<file path="src/rtl/render_if.sv">
// Handshake and clear-port bundle between the render sequencer and its neighbours
// (triangle store, rasterizer, frame/Z buffers, frame controller).
interface render_if;
    logic        i_frame_start;
    logic [7:0]  i_tri_count;
    logic [7:0]  o_tri_idx;
    logic        o_tri_valid;
    logic        i_rast_busy;
    logic [16:0] o_clr_addr;
    logic        o_clr_we;
    logic [11:0] o_clr_pixel;
    logic [7:0]  o_clr_z;
    logic        o_busy;
    logic        o_frame_done;

    modport master (
        input  i_frame_start, i_tri_count, i_rast_busy,
        output o_tri_idx, o_tri_valid, o_clr_addr, o_clr_we,
               o_clr_pixel, o_clr_z, o_busy, o_frame_done
    );

    modport slave (
        output i_frame_start, i_tri_count, i_rast_busy,
        input  o_tri_idx, o_tri_valid, o_clr_addr, o_clr_we,
               o_clr_pixel, o_clr_z, o_busy, o_frame_done
    );
endinterface

</file>
<file path="src/rtl/render_sequencer.sv">
// Frame sequencer: clears frame/Z buffers, feeds triangles to the rasterizer one at a
// time with a valid/busy handshake, waits for the pipeline to drain, then pulses done.
module render_sequencer #(
    parameter int          NUM_PIXELS   = 76800,
    parameter logic [11:0] CLEAR_COLOR  = 12'h000,
    parameter logic [7:0]  CLEAR_Z      = 8'hFF,
    parameter int          DRAIN_CYCLES = 8
) (
    input  logic     i_clk,
    input  logic     i_rst,
    render_if.master bus
);
    localparam logic [2:0] IDLE      = 3'd0;
    localparam logic [2:0] CLEAR     = 3'd1;
    localparam logic [2:0] ISSUE     = 3'd2;
    localparam logic [2:0] WAIT_ACK  = 3'd3;
    localparam logic [2:0] WAIT_DONE = 3'd4;
    localparam logic [2:0] DRAIN     = 3'd5;
    localparam logic [2:0] DONE      = 3'd6;

    localparam logic [17:0] NUM_PIX_W  = 18'(NUM_PIXELS);
    localparam logic [15:0] DRAIN_LAST = 16'(DRAIN_CYCLES - 1);

    logic [2:0]  state_q, state_d;
    logic [7:0]  count_q, count_d;
    logic [7:0]  tri_idx_q, tri_idx_d;
    logic        tri_valid_q, tri_valid_d;
    logic        clr_we_q, clr_we_d;
    logic [16:0] clr_addr_q, clr_addr_d;
    logic [17:0] clr_cnt_q, clr_cnt_d;
    logic [15:0] drain_cnt_q, drain_cnt_d;
    logic        seen_low_q, seen_low_d;
    logic        busy_q, busy_d;
    logic        frame_done_q, frame_done_d;

    always_comb begin
        state_d     = state_q;
        count_d     = count_q;
        tri_idx_d   = tri_idx_q;
        clr_addr_d  = clr_addr_q;
        clr_cnt_d   = clr_cnt_q;
        drain_cnt_d = drain_cnt_q;
        seen_low_d  = seen_low_q;
        clr_we_d    = 1'b0;

        case (state_q)
            IDLE: begin
                if (bus.i_frame_start) begin
                    count_d    = bus.i_tri_count;
                    tri_idx_d  = 8'd0;
                    clr_cnt_d  = 18'd0;
                    clr_addr_d = 17'd0;
                    state_d    = CLEAR;
                end
            end
            CLEAR: begin
                // One arming cycle, NUM_PIXELS writes, one settle cycle, then move on.
                clr_cnt_d = clr_cnt_q + 18'd1;
                if (clr_cnt_q < NUM_PIX_W) begin
                    clr_we_d   = 1'b1;
                    clr_addr_d = clr_cnt_q[16:0];
                end else if (clr_cnt_q == NUM_PIX_W) begin
                    clr_addr_d = 17'd0;
                end else begin
                    drain_cnt_d = 16'd0;
                    state_d     = (count_q == 8'd0) ? DRAIN : ISSUE;
                end
            end
            ISSUE: begin
                // A busy level seen here may be stale from the previous triangle.
                seen_low_d = ~bus.i_rast_busy;
                state_d    = WAIT_ACK;
            end
            WAIT_ACK: begin
                if (bus.i_rast_busy && seen_low_q) begin
                    state_d = WAIT_DONE;
                end else if (!bus.i_rast_busy) begin
                    seen_low_d = 1'b1;
                end
            end
            WAIT_DONE: begin
                if (!bus.i_rast_busy) begin
                    tri_idx_d = tri_idx_q + 8'd1;
                    if (({1'b0, tri_idx_q} + 9'd1) == {1'b0, count_q}) begin
                        drain_cnt_d = 16'd0;
                        state_d     = DRAIN;
                    end else begin
                        state_d = ISSUE;
                    end
                end
            end
            DRAIN: begin
                if (drain_cnt_q == DRAIN_LAST) begin
                    state_d = DONE;
                end else begin
                    drain_cnt_d = drain_cnt_q + 16'd1;
                end
            end
            DONE:    state_d = IDLE;
            default: state_d = IDLE;
        endcase

        tri_valid_d  = (state_d == ISSUE) || (state_d == WAIT_ACK);
        busy_d       = (state_d != IDLE);
        frame_done_d = (state_d == DONE);
    end

    always_ff @(posedge i_clk) begin
        if (i_rst) begin
            state_q      <= IDLE;
            count_q      <= 8'd0;
            tri_idx_q    <= 8'd0;
            tri_valid_q  <= 1'b0;
            clr_we_q     <= 1'b0;
            clr_addr_q   <= 17'd0;
            clr_cnt_q    <= 18'd0;
            drain_cnt_q  <= 16'd0;
            seen_low_q   <= 1'b0;
            busy_q       <= 1'b0;
            frame_done_q <= 1'b0;
        end else begin
            state_q      <= state_d;
            count_q      <= count_d;
            tri_idx_q    <= tri_idx_d;
            tri_valid_q  <= tri_valid_d;
            clr_we_q     <= clr_we_d;
            clr_addr_q   <= clr_addr_d;
            clr_cnt_q    <= clr_cnt_d;
            drain_cnt_q  <= drain_cnt_d;
            seen_low_q   <= seen_low_d;
            busy_q       <= busy_d;
            frame_done_q <= frame_done_d;
        end
    end

    assign bus.o_tri_idx    = tri_idx_q;
    assign bus.o_tri_valid  = tri_valid_q;
    assign bus.o_clr_addr   = clr_addr_q;
    assign bus.o_clr_we     = clr_we_q;
    assign bus.o_clr_pixel  = CLEAR_COLOR;
    assign bus.o_clr_z      = CLEAR_Z;
    assign bus.o_busy       = busy_q;
    assign bus.o_frame_done = frame_done_q;
endmodule

</file>
<file path="src/flat_wrapper.sv">
// flat-port wrapper written by rule: the top's interface ports become plain ports
module render_sequencer_flat 
#(
    parameter int          NUM_PIXELS   = 76800,
    parameter logic [11:0] CLEAR_COLOR  = 12'h000,
    parameter logic [7:0]  CLEAR_Z      = 8'hFF,
    parameter int          DRAIN_CYCLES = 8
)
  (i_clk, i_rst, bus_i_frame_start, bus_i_tri_count, bus_i_rast_busy, bus_o_tri_idx, bus_o_tri_valid, bus_o_clr_addr, bus_o_clr_we, bus_o_clr_pixel, bus_o_clr_z, bus_o_busy, bus_o_frame_done);
  render_if bus_i ();
  input  logic i_clk;
  input  logic i_rst;
  input wire logic [$bits(bus_i.i_frame_start)-1:0] bus_i_frame_start;
  input wire logic [$bits(bus_i.i_tri_count)-1:0] bus_i_tri_count;
  input wire logic [$bits(bus_i.i_rast_busy)-1:0] bus_i_rast_busy;
  output wire logic [$bits(bus_i.o_tri_idx)-1:0] bus_o_tri_idx;
  output wire logic [$bits(bus_i.o_tri_valid)-1:0] bus_o_tri_valid;
  output wire logic [$bits(bus_i.o_clr_addr)-1:0] bus_o_clr_addr;
  output wire logic [$bits(bus_i.o_clr_we)-1:0] bus_o_clr_we;
  output wire logic [$bits(bus_i.o_clr_pixel)-1:0] bus_o_clr_pixel;
  output wire logic [$bits(bus_i.o_clr_z)-1:0] bus_o_clr_z;
  output wire logic [$bits(bus_i.o_busy)-1:0] bus_o_busy;
  output wire logic [$bits(bus_i.o_frame_done)-1:0] bus_o_frame_done;
  assign bus_i.i_frame_start = bus_i_frame_start;
  assign bus_i.i_tri_count = bus_i_tri_count;
  assign bus_i.i_rast_busy = bus_i_rast_busy;
  assign bus_o_tri_idx = bus_i.o_tri_idx;
  assign bus_o_tri_valid = bus_i.o_tri_valid;
  assign bus_o_clr_addr = bus_i.o_clr_addr;
  assign bus_o_clr_we = bus_i.o_clr_we;
  assign bus_o_clr_pixel = bus_i.o_clr_pixel;
  assign bus_o_clr_z = bus_i.o_clr_z;
  assign bus_o_busy = bus_i.o_busy;
  assign bus_o_frame_done = bus_i.o_frame_done;
  render_sequencer #(.NUM_PIXELS(NUM_PIXELS), .CLEAR_COLOR(CLEAR_COLOR), .CLEAR_Z(CLEAR_Z), .DRAIN_CYCLES(DRAIN_CYCLES)) u_core (.i_clk(i_clk), .i_rst(i_rst), .bus(bus_i));
endmodule
</file>
<file path="config.mk">
export PLATFORM = sky130hd
export DESIGN_NAME = render_sequencer_flat
export DESIGN_NICKNAME = d
export VERILOG_FILES = /design/src/rtl/render_if.sv /design/src/rtl/render_sequencer.sv /design/src/flat_wrapper.sv
export SDC_FILE = /design/constraint.sdc
export NUM_CORES = 1
export LEC_CHECK = 0
export CAP_MARGIN = 20
export CORE_ASPECT_RATIO = 1.4
export CORE_MARGIN = 4
export CORE_UTILIZATION = 30
export CTS_CLUSTER_DIAMETER = 30
export DETAILED_ROUTE_END_ITERATION = 10
export PLACE_DENSITY = 0.49
export RECOVER_POWER = 25
export SLEW_MARGIN = 15
export SYNTH_ARGS = -nofsm -noshare
export SYNTH_HDL_FRONTEND = slang
export SYNTH_SLANG_ARGS = --single-unit
</file>
<file path="constraint.sdc">
create_clock -name i_clk -period 3.1 [get_ports i_clk]
set_input_delay 0.465 -clock i_clk [delete_from_list [all_inputs] [get_ports i_clk]]
set_output_delay 0.465 -clock i_clk [all_outputs]
set_load 0.05 [all_outputs]
</file>
==> flow_summary.json <==
{
  "run_status": "finished with violations",
  "violations_in_the_final_reports": "max-capacitance violations, max-slew violations",
  "route.antenna.remaining_nets": 0,
  "timing.clock.skew_ns": 0.0106,
  "ctsRootBufferMaster": "sky130_fd_sc_hd__clkbuf_16",
  "synth.yosys.seq_area_share_pct": 39.6,
  "initial_utilization_pct": 30.7,
  "worst_ir_drop_vdd_mv": 0.185,
  "finalSetupTns_ns": 0,
  "netlist-cell-type-count": 54,
  "cp_max_fo": 7,
  "worst_ep_arrival_time_ns": 3.00,
  "hold_viol_final": 0,
  "path_class": "reg -> reg",
  "max_clock_freq_mhz": 367,
  "post-cts-setup-buffer-count": 0,
  "r2r_slack_ns": 0.37,
  "die_area_mm2": 0.0145,
  "worstPathRequired_ns": 3.37,
  "drc": 0,
  "cts_hold_buffers": 0,
  "power_leakage_nw": 1.68,
  "cts-htree-levels": 3,
  "dr_total_vias": 3482,
  "post_synth_and_or_nand_nor_area_fraction_pct": 27.4,
  "drt-initial-drc-count": 153,
  "die_height_um": 141,
  "psw_mw": 0.575,
  "drive_above_1_share_pct": 7.84,
  "syn_avg_cell_area_um2": 8.07,
  "ys_seq_elements": 75,
  "cts.sinks": 75,
  "globalRoute.totalOverflow": 0,
  "vias_per_cell": 5.28,
  "design.core.area_mm2": 0.0124,
  "total_number_of_placement_rows": 48,
  "synth_xor_area_share_pct": 2.77,
  "port_buffers": 40,
  "number_of_antenna_violations_at_the_first_check_in_global_routing": 0,
  "post-synth-top-count-cell": "sky130_fd_sc_hd__dfxtp_1",
  "globalplace.congestion": 0.870,
  "cell_type_with_the_highest_aggregate_area_in_the_netlist": "sky130_fd_sc_hd__dfxtp_1",
  "slew_headroom_pct": -25.1,
  "cts_resized": 0,
  "post_synth_inst_count": 470,
  "grt_use_total_pct": 13.6,
  "cts_tree": "yes",
  "ys_top_cells_by_area": "sky130_fd_sc_hd__dfxtp_1 (40%), sky130_fd_sc_hd__nor2_1 (5.5%), sky130_fd_sc_hd__a21oi_1 (5.0%)",
  "first_global_vias": 3227,
  "min_path_cells": 2,
  "power.share.switching_pct": 25.0,
  "seq_power_share_pct": 43.1,
  "worst_setup_hold_path_clk_slew_ns": 0.06,
  "cap_viol_max_count": 1,
  "hold_path_class": "reg -> reg",
  "rsz0062_at_grt": "false",
  "insertedDiodeCount": 0,
  "design.final.nets": 521,
  "clockBufferDepth": 2,
  "wl_cell_um": 14.4,
  "fp.dieW_um": 103,
  "final-setup-viol-count": 0,
  "syn_area_mm2": 0.00379,
  "final-max-slew-violation-count": 43,
  "largest_family_of_logic_cells_by_synthesized_area": "simple AND/OR/NAND/NOR gates",
  "synth_compound_area_share_pct": 19.4,
  "yosys_warnings": 0,
  "insertion_delay_ns": 0.34,
  "synthArstFlopShare_pct": 0,
  "synth.top_cell.area_share_pct": 39.6,
  "report.power.total_mw": 2.30,
  "synth_ff_type": "sky130_fd_sc_hd__dfxtp_1",
  "routed_wirelength_mm": 9.49,
  "power.internal_mw": 1.72,
  "synth_enable_flop_cells": 0,
  "yosys-top-cells-count": "sky130_fd_sc_hd__dfxtp_1 (75), sky130_fd_sc_hd__nor2_1 (56), sky130_fd_sc_hd__nand2_1 (44), sky130_fd_sc_hd__a21oi_1 (38), sky130_fd_sc_hd__nand3_1 (24)",
  "pwr-share-clk_pct": 48.5,
  "worst_r2r_path_depth": 9,
  "setup.worst_path.start_class": "register",
  "cts_bufs_inserted": 9,
  "timing.critical_path.to_type": "register",
  "drt_pre_antenna_iters": 4,
  "grt_max_degree": 43,
  "power_frac_comb_pct": 8.4,
  "dp.final_hpwl_mm": 6.84,
  "syn_to_final_growth_pct": 21.2,
  "power.density_mw_per_mm2": 499,
  "final.min_clock_period_ns": 2.73,
  "share_of_the_clock_period_used_by_the_worst_path_after_layout_pct": 87.9,
  "synth-adder-area-share_pct": 1.32,
  "io_pins": 61,
  "worstMarginPinSlew_ns": 1.88,
  "synth_mux_area_share_pct": 1.42,
  "global_route_wire_length_before_repair_mm": 15.8
}
-- power groups by stage --
stage | Sequential [mW] | Combinational, mW | Clock (mW)
after global placement | 1.01 | 0.196 | 0
after CTS | 0.989 | 0.197 | 1.14
after global routing | 0.991 | 0.213 | 1.18
after detailed placement | 1.01 | 0.196 | 0
final | 0.990 | 0.194 | 1.11
after floorplan | 1.01 | 0.157 | 0
-- cells by family after synthesis --
family / after synthesis
DFF: 75
buffers and inverters: 54
AOI/OAI and AO/OA: 114
xor gates and xnor gates: 12
and+or+nand+nor: 204
adders and majority gates: 4
muxes: 5
other: 2
-- state kept, by name (all words and copies together) (netlist names) --
signal / cells
u_core.bus.o_clr_addr: 17
u_core.bus.o_tri_idx: 8
u_core.count_q: 8
u_core.bus.o_clr_we: 1
u_core.drain_cnt_q: 16
u_core.bus.o_tri_valid: 1
u_core.clr_cnt_q: 18
u_core.bus.o_busy: 1
u_core.state_q: 3
u_core.bus.o_frame_done: 1
u_core.seen_low_q: 1
-- layer usage --
metal / global-route usage, % / vias up / share of wire (%) / wire [um]
met4: 6.21 / 0 / 2.6 / 244
met1: 17.0 / 1656 / 44 / 4200
met3: 3.02 / 19 / 3.9 / 367
met2: 21.9 / 80 / 49 / 4690
met5: 0 / - / 0 / 0
li1: - / 1727 / - / -
-- final timing paths --
path / from / end
worst max-delay path: u_core.bus.o_tri_idx[1]$_SDFFE_PP0P_ / u_core.drain_cnt_q[5]$_SDFFE_PP0P_
worst min-delay path: u_core.count_q[5]$_SDFFE_PP0P_ / u_core.count_q[5]$_SDFFE_PP0P_
worst max register to register: u_core.bus.o_tri_idx[1]$_SDFFE_PP0P_ / u_core.drain_cnt_q[5]$_SDFFE_PP0P_
worst min register to register: u_core.count_q[5]$_SDFFE_PP0P_ / u_core.count_q[5]$_SDFFE_PP0P_
-- worst max-delay path, cell delays in order (launching register included) --
cell and delay (ns):
sky130_fd_sc_hd__dfxtp_1 0.41, sky130_fd_sc_hd__ha_1 0.32, sky130_fd_sc_hd__and3_1 0.22, sky130_fd_sc_hd__a21oi_1 0.08
sky130_fd_sc_hd__nor3_1 0.34, sky130_fd_sc_hd__nor4_4 0.10, sky130_fd_sc_hd__buf_4 0.17, sky130_fd_sc_hd__or3_1 0.41
sky130_fd_sc_hd__or4_1 0.54, sky130_fd_sc_hd__nand2_1 0.08
-- layout make-up --
type	instances	area, um^2
well taps	150	188
clock buffers	12	267
repair buffers	54	493
clock inverters	4	55.1
flip-flops and latches	75	1500
fillers	1257	7770
multi-input cells	359	2070
inverters	6	22.5
-- placed cells by master, fill, tap and decap left out, types with 16 or more instances in the layout --
master                            count
sky130_fd_sc_hd__nor2_1              56
sky130_fd_sc_hd__conb_1              20
sky130_fd_sc_hd__clkdlybuf4s50_1     30
sky130_fd_sc_hd__a21oi_1             38
sky130_fd_sc_hd__o21ai_0             16
sky130_fd_sc_hd__a22oi_1             18
sky130_fd_sc_hd__nand3_1             24
sky130_fd_sc_hd__nand2_1             44
sky130_fd_sc_hd__dfxtp_1             75
-- metrics by stage --
step | hold WS [ns] | cell area (um^2) | std cells | util [%] | worst slack [ns]
3_3_place_gp | 0.473 | 4280 | 644 | 34.6 | 0.199
2_1_floorplan | 0.452 | 3860 | 488 | - | 0.115
6_report | 0.488 | 4600 | 660 | 37.2 | 0.374
5_1_grt | 0.514 | 4600 | 660 | 37.2 | 0.0862
4_1_cts | 0.492 | 4610 | 660 | 37.2 | 0.348
3_5_place_dp | 0.481 | 4280 | 644 | 34.6 | 0.127
Note: power is estimated with default switching activity, not from simulation.
